===== config.mk =====
export PLATFORM = sky130hd
export DESIGN_NAME = inst_issue_queue_flat
export DESIGN_NICKNAME = d
export VERILOG_FILES = /design/src/rtl/inst_issue_queue_if.sv /design/src/rtl/inst_issue_queue.sv /design/src/flat_wrapper.sv
export SDC_FILE = /design/constraint.sdc
export NUM_CORES = 1
export LEC_CHECK = 0
export BUFFER_PORTS_ARGS = -buffer_cell sky130_fd_sc_hd__buf_2
export CORE_MARGIN = 2
export CORE_UTILIZATION = 55
export CTS_BUF_LIST = sky130_fd_sc_hd__clkbuf_8
export CTS_CLUSTER_SIZE = 24
export DETAILED_ROUTE_END_ITERATION = 6
export PLACE_DENSITY = 0.86
export SLEW_MARGIN = 20
export SYNTH_ARGS = -nofsm -noshare
export SYNTH_HDL_FRONTEND = slang
export SYNTH_SLANG_ARGS = --single-unit

===== constraint.sdc =====
create_clock -name clk -period 4.26 [get_ports clk]
set_input_delay 0.426 -clock clk [delete_from_list [all_inputs] [get_ports clk]]
set_output_delay 0.426 -clock clk [all_outputs]
set_load 0.05 [all_outputs]

===== src/rtl/inst_issue_queue_if.sv =====
// Issue queue port bundle: fetch-side push slots, two-wide head view, issue
// handshake and occupancy.
//   master : fetch/decode side (drives pushes and issue_a/issue_b)
//   slave  : the queue (drives push_ready, out_*, occupancy)
interface inst_issue_queue_if #(
   parameter int unsigned DEPTH = 8
);
   localparam int unsigned OCC_W = $clog2(DEPTH) + 1;

   logic [1:0]       push_valid;
   logic [31:0]      push_pc0;
   logic [31:0]      push_pc1;
   logic [31:0]      push_inst0;
   logic [31:0]      push_inst1;
   logic             push_ready;

   logic             out_valid_a;
   logic             out_valid_b;
   logic [31:0]      out_pc_a;
   logic [31:0]      out_inst_a;
   logic [31:0]      out_pc_b;
   logic [31:0]      out_inst_b;
   logic             issue_a;
   logic             issue_b;

   logic [OCC_W-1:0] occupancy;

   modport master (
      output push_valid, push_pc0, push_pc1, push_inst0, push_inst1,
      output issue_a, issue_b,
      input  push_ready, out_valid_a, out_valid_b,
      input  out_pc_a, out_inst_a, out_pc_b, out_inst_b, occupancy
   );

   modport slave (
      input  push_valid, push_pc0, push_pc1, push_inst0, push_inst1,
      input  issue_a, issue_b,
      output push_ready, out_valid_a, out_valid_b,
      output out_pc_a, out_inst_a, out_pc_b, out_inst_b, occupancy
   );
endinterface


===== src/rtl/inst_issue_queue.sv =====
// Dual-push / dual-pop in-order instruction issue queue between fetch and ID.
// Circular buffer with read pointer, write pointer and entry count. The head
// and head+1 entries are presented on out_*_a / out_*_b straight from storage
// (no push bypass).
// Ports:
//   clk, rst        : clock, synchronous active-high reset
//   flush           : drop all entries (mispredict / exception)
//   stall           : ID stalled, suppresses pops
//   q (slave)       : push slots, head view, issue handshake, occupancy
//   perf_*_cnt      : dual-issue / single-issue / empty cycle counters
// Optional feature: define INST_QUEUE_PERF_EN to build the perf counters;
// otherwise the perf ports are tied to zero.
module inst_issue_queue #(
   parameter int unsigned DEPTH = 8
) (
   input  logic               clk,
   input  logic               rst,
   input  logic               flush,
   input  logic               stall,
   inst_issue_queue_if.slave  q,
   output logic [31:0]        perf_dual_cnt,
   output logic [31:0]        perf_single_cnt,
   output logic [31:0]        perf_empty_cnt
);
   localparam int unsigned PTR_W = $clog2(DEPTH);
   localparam int unsigned CNT_W = PTR_W + 1;

   logic [PTR_W-1:0] rd_ptr;
   logic [PTR_W-1:0] wr_ptr;
   logic [CNT_W-1:0] count;

   logic [31:0] mem_pc   [DEPTH];
   logic [31:0] mem_inst [DEPTH];

   logic       ready_c;
   logic       valid_a_c;
   logic       valid_b_c;
   logic [1:0] push_cnt_c;
   logic [1:0] pop_cnt_c;

   // Status derived from the registered count only
   assign ready_c   = (count <= CNT_W'(DEPTH - 2));
   assign valid_a_c = (count != '0);
   assign valid_b_c = (count >= CNT_W'(2));

   // Accepted pushes / pops this cycle; slot1 alone is not a valid push
   always_comb begin
      push_cnt_c = 2'd0;
      pop_cnt_c  = 2'd0;
      if (ready_c && q.push_valid[0]) begin
         push_cnt_c = q.push_valid[1] ? 2'd2 : 2'd1;
      end
      if (!stall && !flush && q.issue_a && valid_a_c) begin
         pop_cnt_c = (q.issue_b && valid_b_c) ? 2'd2 : 2'd1;
      end
   end

   // Pointer and count state; flush and reset discard same-cycle traffic
   always_ff @(posedge clk) begin
      if (rst || flush) begin
         rd_ptr <= '0;
         wr_ptr <= '0;
         count  <= '0;
      end else begin
         rd_ptr <= rd_ptr + PTR_W'(pop_cnt_c);
         wr_ptr <= wr_ptr + PTR_W'(push_cnt_c);
         count  <= count + CNT_W'(push_cnt_c) - CNT_W'(pop_cnt_c);
      end
   end

   // Entry storage, not reset; slot1 lands one entry after slot0
   always_ff @(posedge clk) begin
      if (!rst && !flush && push_cnt_c != 2'd0) begin
         mem_pc[wr_ptr]   <= q.push_pc0;
         mem_inst[wr_ptr] <= q.push_inst0;
         if (push_cnt_c == 2'd2) begin
            mem_pc[wr_ptr + PTR_W'(1)]   <= q.push_pc1;
            mem_inst[wr_ptr + PTR_W'(1)] <= q.push_inst1;
         end
      end
   end

   assign q.push_ready  = ready_c;
   assign q.out_valid_a = valid_a_c;
   assign q.out_valid_b = valid_b_c;
   assign q.out_pc_a    = mem_pc[rd_ptr];
   assign q.out_inst_a  = mem_inst[rd_ptr];
   assign q.out_pc_b    = mem_pc[rd_ptr + PTR_W'(1)];
   assign q.out_inst_b  = mem_inst[rd_ptr + PTR_W'(1)];
   assign q.occupancy   = count;

`ifdef INST_QUEUE_PERF_EN
   // Issue-bandwidth counters; stall, flush and reset cycles are not counted
   always_ff @(posedge clk) begin
      if (rst) begin
         perf_dual_cnt   <= '0;
         perf_single_cnt <= '0;
         perf_empty_cnt  <= '0;
      end else if (!stall && !flush) begin
         if (pop_cnt_c == 2'd2) perf_dual_cnt   <= perf_dual_cnt + 32'd1;
         if (pop_cnt_c == 2'd1) perf_single_cnt <= perf_single_cnt + 32'd1;
         if (!valid_a_c)        perf_empty_cnt  <= perf_empty_cnt + 32'd1;
      end
   end
`else
   assign perf_dual_cnt   = '0;
   assign perf_single_cnt = '0;
   assign perf_empty_cnt  = '0;
`endif

endmodule


===== src/flat_wrapper.sv =====
// flat-port wrapper written by rule: the top's interface ports become plain ports
module inst_issue_queue_flat 
#(
   parameter int unsigned DEPTH = 8
)
  (clk, rst, flush, stall, perf_dual_cnt, perf_single_cnt, perf_empty_cnt, q_push_valid, q_push_pc0, q_push_pc1, q_push_inst0, q_push_inst1, q_issue_a, q_issue_b, q_push_ready, q_out_valid_a, q_out_valid_b, q_out_pc_a, q_out_inst_a, q_out_pc_b, q_out_inst_b, q_occupancy);
  inst_issue_queue_if #(.DEPTH(DEPTH)) q_i ();
  input  logic clk;
  input  logic rst;
  input  logic flush;
  input  logic stall;
  output logic [31:0] perf_dual_cnt;
  output logic [31:0] perf_single_cnt;
  output logic [31:0] perf_empty_cnt;
  input wire logic [$bits(q_i.push_valid)-1:0] q_push_valid;
  input wire logic [$bits(q_i.push_pc0)-1:0] q_push_pc0;
  input wire logic [$bits(q_i.push_pc1)-1:0] q_push_pc1;
  input wire logic [$bits(q_i.push_inst0)-1:0] q_push_inst0;
  input wire logic [$bits(q_i.push_inst1)-1:0] q_push_inst1;
  input wire logic [$bits(q_i.issue_a)-1:0] q_issue_a;
  input wire logic [$bits(q_i.issue_b)-1:0] q_issue_b;
  output wire logic [$bits(q_i.push_ready)-1:0] q_push_ready;
  output wire logic [$bits(q_i.out_valid_a)-1:0] q_out_valid_a;
  output wire logic [$bits(q_i.out_valid_b)-1:0] q_out_valid_b;
  output wire logic [$bits(q_i.out_pc_a)-1:0] q_out_pc_a;
  output wire logic [$bits(q_i.out_inst_a)-1:0] q_out_inst_a;
  output wire logic [$bits(q_i.out_pc_b)-1:0] q_out_pc_b;
  output wire logic [$bits(q_i.out_inst_b)-1:0] q_out_inst_b;
  output wire logic [$bits(q_i.occupancy)-1:0] q_occupancy;
  assign q_i.push_valid = q_push_valid;
  assign q_i.push_pc0 = q_push_pc0;
  assign q_i.push_pc1 = q_push_pc1;
  assign q_i.push_inst0 = q_push_inst0;
  assign q_i.push_inst1 = q_push_inst1;
  assign q_i.issue_a = q_issue_a;
  assign q_i.issue_b = q_issue_b;
  assign q_push_ready = q_i.push_ready;
  assign q_out_valid_a = q_i.out_valid_a;
  assign q_out_valid_b = q_i.out_valid_b;
  assign q_out_pc_a = q_i.out_pc_a;
  assign q_out_inst_a = q_i.out_inst_a;
  assign q_out_pc_b = q_i.out_pc_b;
  assign q_out_inst_b = q_i.out_inst_b;
  assign q_occupancy = q_i.occupancy;
  inst_issue_queue #(.DEPTH(DEPTH)) u_core (.clk(clk), .rst(rst), .flush(flush), .stall(stall), .q(q_i), .perf_dual_cnt(perf_dual_cnt), .perf_single_cnt(perf_single_cnt), .perf_empty_cnt(perf_empty_cnt));
endmodule

# == Yosys cells after proc, flatten, opt, wreduce, memory -nomap -nowiden ==
# Memories as Yosys holds them, arrays and structs flattened. A register that Yosys moved wholly into a read port is not among the register bits.
# Index checks and enable logic that the tools add are counted.
# totals
reg_bits,10
ram_bits,512
inputBits,136
output_inout_bits,231
wordCells,38
memories,2
# mem_list
memory,words,width,rd,rd_ports_with_merged_regs,write_ports,line_no,source
u_core.mem_inst,8,32,2,1,2,inst_issue_queue.sv:33,logic [31:0] mem_inst [DEPTH];
u_core.mem_pc,8,32,2,1,2,inst_issue_queue.sv:32,logic [31:0] mem_pc [DEPTH];
# op_classes
add_sub_neg,6
order_cmp,2
eq_ne,1
n_mux,11
n_reduce_logical,13
# ops
cell,count
2-bit 2-to-1 mux,4
1-bit logical AND,7
"3-bit by 1-bit adder with 3-bit output, second input constant",2
3-bit by 2-bit adder with 3-bit output,2
3-bit 2-to-1 mux,2
1-bit 2-to-1 mux,5
4-bit by 2-bit adder with 4-bit output,1
"4-bit by 2-bit >= comparator with 1-bit output, second input constant",1
"4-bit by 3-bit less-or-equal comparator with 1-bit output, second input constant",1
4-bit nonzero test,1
4-bit by 2-bit subtractor with 4-bit output,1
1-bit zero test,3
"2-bit equality test, second input constant",1
2-bit nonzero test,1
1-bit logical OR,1

# == Longest topological paths before layout ==
# logic_depth
depth_word,7
mapped_depth,12
depth_no_buf,12

# == Worst setup path after synthesis ==
# OpenSTA, ideal clock, no wires.
# synth_path
kind,register to register
from,reg u_core.count[3] (netlist: u_core.q.occupancy[3])
to,mem u_core.mem_inst[0][0] (enable)
setup_ns,0.486
arrival_time_ns,5.025
required_ns,3.774
slack_ns,-1.251
stages_incl_launch_ff,7
path_buffers,0
period_less_slack_ns,5.511
cell_sequence,dfxtp_1 -> inv_1 -> ha_1 -> and3_1 -> nor2_1 -> nand2_1 -> nor2_1
# synth_lines
item,line_no,source
from (decl),inst_issue_queue.sv:30,logic [CNT_W-1:0] count;
from (signal assigned),inst_issue_queue.sv:67,count <= count + CNT_W'(push_cnt_c) - CNT_W'(pop_cnt_c);
to (decl),inst_issue_queue.sv:33,

# == Worst setup path in the final report ==
# layout_path
from,reg u_core.rd_ptr[2]
to,out q_out_inst_b[21]
# layout_between
elab_chain_len,2
# layout_rtl
item,line_no,source
from (decl),inst_issue_queue.sv:28,logic [PTR_W-1:0] rd_ptr;
from (signal assigned),inst_issue_queue.sv:65,rd_ptr <= rd_ptr + PTR_W'(pop_cnt_c);
3-bit by 1-bit adder with 3-bit output,inst_issue_queue.sv:89,assign q.out_inst_b = mem_inst[rd_ptr + PTR_W'(1)];
memory 8 x 32 bit,n/a,
to (decl),flat_wrapper.sv:28,output wire logic [$bits(q_i.out_inst_b)-1:0] q_out_inst_b;
# No other way between the ends.

==> qor.yml <==
status: "finished, violations left"
violations: "design-rule violations"
grt_pass1_vias: 18900
vias_per_cell: 6.40
clk_pin_slew_ps: 60
firstDrtPassIters: 7
synthXorXnorAreaFrac: 0.00196
max_stage_delay_ps: 710
rows: 86
slew_violations: 0
dp_slack_ps: 1050
fillers: 3942
h-tree-depth: 3
muxShareOfSynthArea: 0.424
ir_worst_vdd_mv: 0.261
ctsHoldBuffers: 0
cts_resized: 0
cts_num_sinks: 522
synth_cells: 1741
grt-busiest-layer: "met2"
post-cts-setup-buffer-count: 0
cts_made_buffers: 86
placed_area_um2: 32600
ys_ff_latch: 522
fin_crit_sh: 0.837
fin_ws_ps: 696
finalCriticalPeriod_ps: 3560
crit_type: "flip-flop to output pin"
die_w_um: 240
grt_pass1_wl_um: 116000
hold_violations: 0
yosysTopAreaCell: "edfxtp_1"
dieArea_um2: 57600
synth_cell_types: 39
gp_congestion: 0.845
crit_fanout: 28
tritoncts: "done"
crit_path_top_delay_cell: "dfxtp_4"
hold_path_class: "primary input to flip-flop"
synth-simple-area-share: 0.00948
clk_latency_ps: 670
setup_viol_count_final: 0
coreArea_um2: 55100
grt_use_total: 0.274
critPathBufInv: 2
fp.dieH_um: 240
end_kind: "output pin"
slew_headroom: 0.241
synth_compound_area_frac: 0.00401
clock_skew_ps: 27.5
cts_buffer_depth: 3
first_iter_violations: 1816
yosysMostFrequentCell: "mux2_2"
area_growth_syn_to_layout_pct: 11.6
tightest_slew_ps: 1140
initial_core_util: 0.556
synth_top_family_by_area: "multiplexers"
use_met1: 0.344
stdcell_area_um2: 34200
clock.fmax_ghz: 0.281
grtUsageMet3: 0.0641
antenna_found_initial: 24
async_flop_share: 0
synth_edf_count: 512
drive_gt1_frac: 0.622
grt_max_degree: 146
p_leak_nw: 11.4
drt_wl_total_um: 78600
ys_top_cells_by_count: "mux2_2 (600), edfxtp_1 (512), mux4_2 (256)"
gr-usage-met2: 0.471
cellPowerDensity_nw_per_um2: 336
avgSynthCellArea_um2: 17.6
globalRouteOverflowTotal: 0
syn_area_um2: 30600
drtAntennaViolNets: 0
yosysTopAreaCellShare: 0.502
rsz0062_at_grt: "no"
drc: 1
crit_arrival_ps: 3140
synth_ff_type: "edfxtp_1"
path_cells: "xor2_4, buf_4, mux2_2, buf_2"
synth_area_leaders: "edfxtp_1 (50%), mux2_2 (22%), mux4_2 (19%)"
cp_top_family: "flip-flops"
synth_fa_ha_area_frac: 0.00670
num_vias: 18200
io_buffer_count: 270
synth-seq-area-share: 0.509
dp_hpwl_um: 48700
routedWlPerCell_um: 27.6
cp.required_ps: 3830
design.portCount: 367
total_power_mw: 11.5
cts_root_buf: "clkbuf_8"
drv_cap: 0
critPathLaunchType: "flip-flop"
fin_nets: 2166
yosysWarnings: 0
==> area by class of cell <==
cell class	count	area, um2	area share
diodes	13	32.5	0.000952
clock inverters	63	333	0.00974
repair buffers	312	1830	0.0535
inverters	15	56.3	0.00165
multi-input cells	1079	14100	0.414
clock buffers	91	1250	0.0367
flip-flops and latches	522	15600	0.456
well taps	748	936	0.0274
==> state kept, by name (all words and copies together), names as in the netlist <==
signal and flops:
u_core.mem_inst 256, u_core.q.occupancy 4, u_core.mem_pc 256, u_core.wr_ptr 3, u_core.rd_ptr 3
==> power by group <==
part	leakage, nW	switching, mW	total [mW]	internal, mW
Combinational	5.84	1.03	1.58	0.545
Clock	0.915	2.00	4.15	2.15
Sequential	4.70	0.0355	5.75	5.72
==> placed cells by master (no fill, tap or decap), types with 8 or more instances in the layout <==
cell / netlist / routed
mux2_1: 40 / 40
buf_4: 109 / 29
buf_12: 0 / 13
mux2_2: 600 / 600
nor2_4: 0 / 8
edfxtp_1: 512 / 512
mux4_2: 256 / 256
nor2_1: 21 / 13
ha_1: 10 / 9
clkinv_1: 0 / 24
inv_1: 15 / 44
conb_1: 1 / 96
clkbuf_8: 0 / 91
buf_2: 74 / 270
diode_2: 0 / 13
==> per-stage QoR <==
step / TNS, ps / instances / utilization / hold slack [ps]
finish: 0 / 2843 / 0.620 / 146
global route: 0 / 2838 / 0.620 / 134
CTS: 0 / 2830 / 0.620 / 104
detailed placement: 0 / 2676 / 0.591 / 686
global placement: 0 / 2676 / 0.591 / 668
floorplan: -164220 / 1836 / - / 578
==> kinds of logic after synthesis <==
kind of cell               count (synthesis)
AOI/OAI and AO/OA                         15
muxes                                    896
DFF                                      522
and+or+nand+nor                           52
other                                      1
xor gates and xnor gates                   6
buffers and inverters                    235
adders and majority gates                 14
==> path summary, 6_finish.rpt <==
check	endpoint	slack (ps)	from	depth (start not counted)
hold reg to reg	u_core.wr_ptr[2]	710	u_core.wr_ptr[2]	2
hold / removal	u_core.mem_inst[6][7]	150	q_push_inst0[7]	2
setup reg to reg	u_core.mem_inst[3][29]	1020	u_core.wr_ptr[0]	6
setup / recovery	q_out_inst_b[21]	700	u_core.rd_ptr[2]	4
==> per-layer routing <==
metal / share of wire / vias to the layer above
met1: 0.37 / 9463
met4: 0.025 / 24
met2: 0.52 / 938
met3: 0.087 / 153
li1: - / 7604
met5: 0.0020 / -
Power figures use the tool's default switching activity.
